[src/rtl/param_seq_mult_if.sv]
// Handshake and operand/result bundle for param_seq_mult.
interface param_seq_mult_if #(
    parameter int unsigned WIDTH = 8
);
    logic               start;
    logic               signed_mode;
    logic [WIDTH-1:0]   a;
    logic [WIDTH-1:0]   b;
    logic               busy;
    logic               done;
    logic [2*WIDTH-1:0] product;

    modport master (
        output start, signed_mode, a, b,
        input  busy, done, product
    );

    modport slave (
        input  start, signed_mode, a, b,
        output busy, done, product
    );
endinterface

[src/rtl/param_seq_mult.sv]
// Sequential shift-add multiplier, one multiplier bit per clock, signed or unsigned per op.
// Define SEQ_MULT_EARLY_TERM_EN to finish as soon as the remaining multiplier bits are zero.
module param_seq_mult #(
    parameter int unsigned WIDTH = 8
) (
    input logic             clk,
    input logic             rst,
    param_seq_mult_if.slave bus
);
    localparam int unsigned CNT_W = $clog2(WIDTH + 1);
    localparam int unsigned PW    = 2 * WIDTH;
    localparam int unsigned AW    = 2 * WIDTH + 1;

    typedef enum logic [1:0] {StIdle, StRun, StDone} state_e;

    state_e             state_q, state_d;
    logic [AW-1:0]      acc_q, acc_d;      // {A, Q}
    logic [WIDTH-1:0]   m_q, m_d;
    logic [CNT_W-1:0]   cnt_q, cnt_d;
    logic               neg_q, neg_d;
    logic [PW-1:0]      product_q, product_d;

    logic [WIDTH+1:0]   sum;
    logic [AW-1:0]      step;
    logic [PW-1:0]      mag;
    logic               last;
    logic [WIDTH-1:0]   abs_a, abs_b;

    always_comb begin
        sum  = {1'b0, acc_q[AW-1:WIDTH]} + (acc_q[0] ? {2'b00, m_q} : '0);
        step = {sum, acc_q[WIDTH-1:1]};
`ifdef SEQ_MULT_EARLY_TERM_EN
        // Done once no unprocessed multiplier bit above the current one is set.
        last = 1'b1;
        for (int unsigned i = 1; i < WIDTH; i++) begin
            if (CNT_W'(i) < cnt_q && acc_q[i]) begin
                last = 1'b0;
            end
        end
        mag = PW'(step >> (cnt_q - CNT_W'(1)));
`else
        last = (cnt_q == CNT_W'(1));
        mag  = step[PW-1:0];
`endif
    end

    always_comb begin
        state_d   = state_q;
        acc_d     = acc_q;
        m_d       = m_q;
        cnt_d     = cnt_q;
        neg_d     = neg_q;
        product_d = product_q;
        abs_a     = (bus.signed_mode && bus.a[WIDTH-1]) ? -bus.a : bus.a;
        abs_b     = (bus.signed_mode && bus.b[WIDTH-1]) ? -bus.b : bus.b;
        unique case (state_q)
            StIdle, StDone: begin
                if (bus.start) begin
                    state_d = StRun;
                    m_d     = abs_a;
                    acc_d   = AW'(abs_b);
                    cnt_d   = CNT_W'(WIDTH);
                    neg_d   = bus.signed_mode & (bus.a[WIDTH-1] ^ bus.b[WIDTH-1]);
                end else begin
                    state_d = StIdle;
                end
            end
            StRun: begin
                acc_d = step;
                cnt_d = cnt_q - CNT_W'(1);
                if (last) begin
                    product_d = neg_q ? -mag : mag;
                    state_d   = StDone;
                end
            end
            default: state_d = StIdle;
        endcase
    end

    always_ff @(posedge clk or negedge rst) begin
        if (!rst) begin
            state_q   <= StIdle;
            acc_q     <= '0;
            m_q       <= '0;
            cnt_q     <= '0;
            neg_q     <= 1'b0;
            product_q <= '0;
        end else begin
            state_q   <= state_d;
            acc_q     <= acc_d;
            m_q       <= m_d;
            cnt_q     <= cnt_d;
            neg_q     <= neg_d;
            product_q <= product_d;
        end
    end

    assign bus.busy    = (state_q == StRun);
    assign bus.done    = (state_q == StDone);
    assign bus.product = product_q;
endmodule
[src/flat_wrapper.sv]
// flat-port wrapper written by rule: the top's interface ports become plain ports
module param_seq_mult_flat 
#(
    parameter int unsigned WIDTH = 8
)
  (clk, rst, bus_start, bus_signed_mode, bus_a, bus_b, bus_busy, bus_done, bus_product);
  param_seq_mult_if #(.WIDTH(WIDTH)) bus_i ();
  input logic clk;
  input logic rst;
  input wire logic [$bits(bus_i.start)-1:0] bus_start;
  input wire logic [$bits(bus_i.signed_mode)-1:0] bus_signed_mode;
  input wire logic [$bits(bus_i.a)-1:0] bus_a;
  input wire logic [$bits(bus_i.b)-1:0] bus_b;
  output wire logic [$bits(bus_i.busy)-1:0] bus_busy;
  output wire logic [$bits(bus_i.done)-1:0] bus_done;
  output wire logic [$bits(bus_i.product)-1:0] bus_product;
  assign bus_i.start = bus_start;
  assign bus_i.signed_mode = bus_signed_mode;
  assign bus_i.a = bus_a;
  assign bus_i.b = bus_b;
  assign bus_busy = bus_i.busy;
  assign bus_done = bus_i.done;
  assign bus_product = bus_i.product;
  param_seq_mult #(.WIDTH(WIDTH)) u_core (.clk(clk), .rst(rst), .bus(bus_i));
endmodule
[config.mk]
export PLATFORM = sky130hd
export DESIGN_NAME = param_seq_mult_flat
export DESIGN_NICKNAME = d
export VERILOG_FILES = /design/src/rtl/param_seq_mult_if.sv /design/src/rtl/param_seq_mult.sv /design/src/flat_wrapper.sv
export SDC_FILE = /design/constraint.sdc
export NUM_CORES = 1
export LEC_CHECK = 0
export BUFFER_PORTS_ARGS = -buffer_cell sky130_fd_sc_hd__buf_2
export CORE_ASPECT_RATIO = 1.75
export CORE_MARGIN = 4
export CORE_UTILIZATION = 35
export DETAILED_ROUTE_END_ITERATION = 16
export GPL_TIMING_DRIVEN = 1
export PLACE_DENSITY_LB_ADDON = 0.25
export SYNTH_ARGS = -nofsm -noshare
export SYNTH_HDL_FRONTEND = slang
export SYNTH_SLANG_ARGS = --single-unit
[constraint.sdc]
create_clock -name clk -period 6.3 [get_ports clk]
set_input_delay 0.945 -clock clk [delete_from_list [all_inputs] [get_ports clk]]
set_output_delay 0.945 -clock clk [all_outputs]
set_load 0.005 [all_outputs]
==> impl_results.md <==
* Iter 0 DRT Violations at 87
* Post-synth EDFFs at 0
* Port Buf Inserts at 37
* Final Skew at 0.00435 ns
* YS warnings at 0
* Hold slack at 0.473 ns
* H-tree depth at 2
* Most frequent cells in the layout: 50 x nand2_1, 48 x dfrtp_1, 40 x o21ai_0
* CTS resizes at 0
* WP data required at 5.35 ns
* Final wirelength at 5.98 mm
* Pre-CTS worst setup slack at 3.43 ns
* Cell row count at 43
* Switching Fraction at 40.6%
* Drt drc at 0
* Root Buffer: clkbuf_16
* Int Pwr at 0.914 mW
* Placed Area at 3090 um2
* Switching pwr at 0.626 mW
* Setup-failing EPs final at 0
* Gpl congestion at 0.842
* Die Span X at 76.3 um
* Pins Over Slew Limit at 0
* DR vias at 2,172
* Syn_nets at 340
* PnR worst setup slack at 3.35 ns
* Mapped Cells at 306
* Sequential share of the synthesized area at 42.0%
* Core area at 7960 um2
* Synthesized area per cell at 9.35 um2
* Peak VDD IR at 0.138 mV
* DP Wirelength at 4.66 mm
* Sinks on the clock net at 48
* Design Area, Final at 3240 um2
* Cell Area, Synth at 2860 um2
* Part of the cycle the worst path needs at 46.8%
* RSZ-0062 raised after global routing: false
* Worst setup SP type: register
* Hold Path Cell Cnt at 2
* CTS tree: built
* HP Class: reg2reg
* Top cells by area, synth: dfrtp_1 42%, o21ai_0 7.0%, nand2_1 6.6%
* R2R Setup Slk at 3.45 ns
* Non-filler cells, final at 431
* Cell leakage power at 1.54 nW
* Final min period at 2.95 ns
* Share of power burned in registers at 35.9%
* DR pass1 iterations at 4
* Synth cell types at 45
* Routed Antenna Nets at 0
* Combinational Power Share at 46.9%
* Final core occ at 40.7%
* Via-to-Cell Ratio at 5.04
* Largest net degree at the start of global routing at 49
* Worst Path Arrival at 2.00 ns
* First-pass GRT wire length at 10.2 mm
* I/O pins at 38
* # diodes at 0
* Most used DFF post-synth: dfrtp_1
* Top cell type's share of synthesized area at 42.0%
* R2R depth at 9
* Later-pin clock latency in the skew report at 0.29 ns
* Yosys top cell by area: dfrtp_1
* Reg2reg end: u_core.bus.product[15]
* Cell Pwr Density at 475 nW/um2
* Gr usage total at 13.0%
* Hold_buf cts at 0
* Clock group share of total power at 17.2%
* TritonCTS buffer count at 5
* Share of cells above drive strength 1 at 16.4%
* Worst-path clk slew at 0.06 ns
* Worst-margin pin slew at 1.04 ns
* Fraction of registers with async set/reset at 100%
* Setup TNS at 0 ns
* Post-CTS Setup Bufs at 0
* Layout area overhead at 13.3%
* Clock Path Buffers at 2
* Hold EP: u_core.bus.product[7]
* Commonest non-fill, non-tap cell in the layout: nand2_1
* Vias in the first global route at 2,205
* Crit path max fanout at 17
* Worst R2R Start: u_core.acc_q[0]
* # nets final at 374
* Die Area at 9740 um2
* Crit Path Category: reg2out
* CP Capture Type: primary output
* Die extent in y at 128 um
* Hold Vio Cnt, Final at 0
* Final total power at 1.54 mW
* Status: complete, no violations
* F_max at 339 MHz
* Max cap viols at 0
* DR WL/cell at 13.9 um
* Hold wc startpoint: u_core.bus.product[7]
* Initial Util at 35.9%
* DP Cell Count at 423
* Initial antenna violation count at 0
* GR Overflow Total at 0
* Register bit total from synthesis at 48
* Relative slew margins at 30.5%
==> power by group through the flow <==
stage	Combinational, mW	Clock [mW]	Sequential, mW
after global routing	0.823	0.287	0.574
after floorplan	0.571	0	0.533
after detailed placement	0.732	0	0.560
after global placement	0.722	0	0.556
final	0.721	0.265	0.553
after CTS	0.735	0.275	0.556
==> sequential cells by signal, summed over array words and instances (netlist names) <==
name                flops
u_core.acc_q           17
u_core.bus.product     16
u_core.cnt_q            4
u_core.m_q              8
u_core.neg_q            1
u_core.state_q          2
==> area by class of cell <==
cell class                 count  area [um2]
fill                         794        4720
multi-input combinational    232        1530
sequential                    48        1200
timing repair buffer          38         193
clock buffer                   6         139
tap                           90         113
inverter                      15        56.3
clock inverter                 2        10.0
==> cell families (layout without fill, tap and decap cells) <==
logic type,Yosys count,in the layout,share of synthesized area [%]
flip-flops,48,48,42.0
multiplexers,3,3,1.05
AND/OR/NAND/NOR,97,97,16.2
adder cells (fa/ha/maj),14,14,6.39
buffers and inverters,26,61,4.55
AO/OA/AOI/OAI,86,86,19.1
XOR/XNOR,32,32,10.7
==> metal layers <==
metal / wire length [um] / track usage [%] / up-vias
met2: 3220 / 24.2 / 36
met1: 2420 / 13.9 / 992
li1: - / - / 1134
met5: 0 / 0 / -
met4: 133 / 5.55 / 0
met3: 200 / 2.89 / 10
==> worst max-delay path, stage by stage (launching register included) <==
cell,delay (ns)
dfrtp_1,0.40
nand2b_1,0.38
clkinv_1,0.61
buf_2,0.31
==> Yosys cell counts (all sizes together), types with 2 or more instances <==
cell type and count:
nor2b 3, mux2i 3, a211oi 3, a31oi 5, nand2 50, clkbuf 8, inv 14, a21o 2
o31ai 5, buf 3, a22oi 6, xnor2 19, xor2 13, nor3 7, dfrtp 48, o21bai 3
or3 2, nand2b 3, nand3 9, a22o 5, nor2 11, ha 13, and2 8, a21oi 8
o21ai 44
==> worst max-delay path by stage <==
stage,from,end,slack [ns],depth (start not counted)
after floorplan,u_core.acc_q[0],u_core.bus.product[15],3.64,10
after global placement,u_core.acc_q[0],u_core.bus.product[15],3.48,10
after detailed placement,u_core.acc_q[0],u_core.bus.product[15],3.43,9
after CTS,u_core.state_q[0],bus_busy,3.32,3
after global routing,u_core.acc_q[0],u_core.bus.product[15],3.23,9
final,u_core.state_q[0],bus_busy,3.35,3
Power figures use the tool's default switching activity.
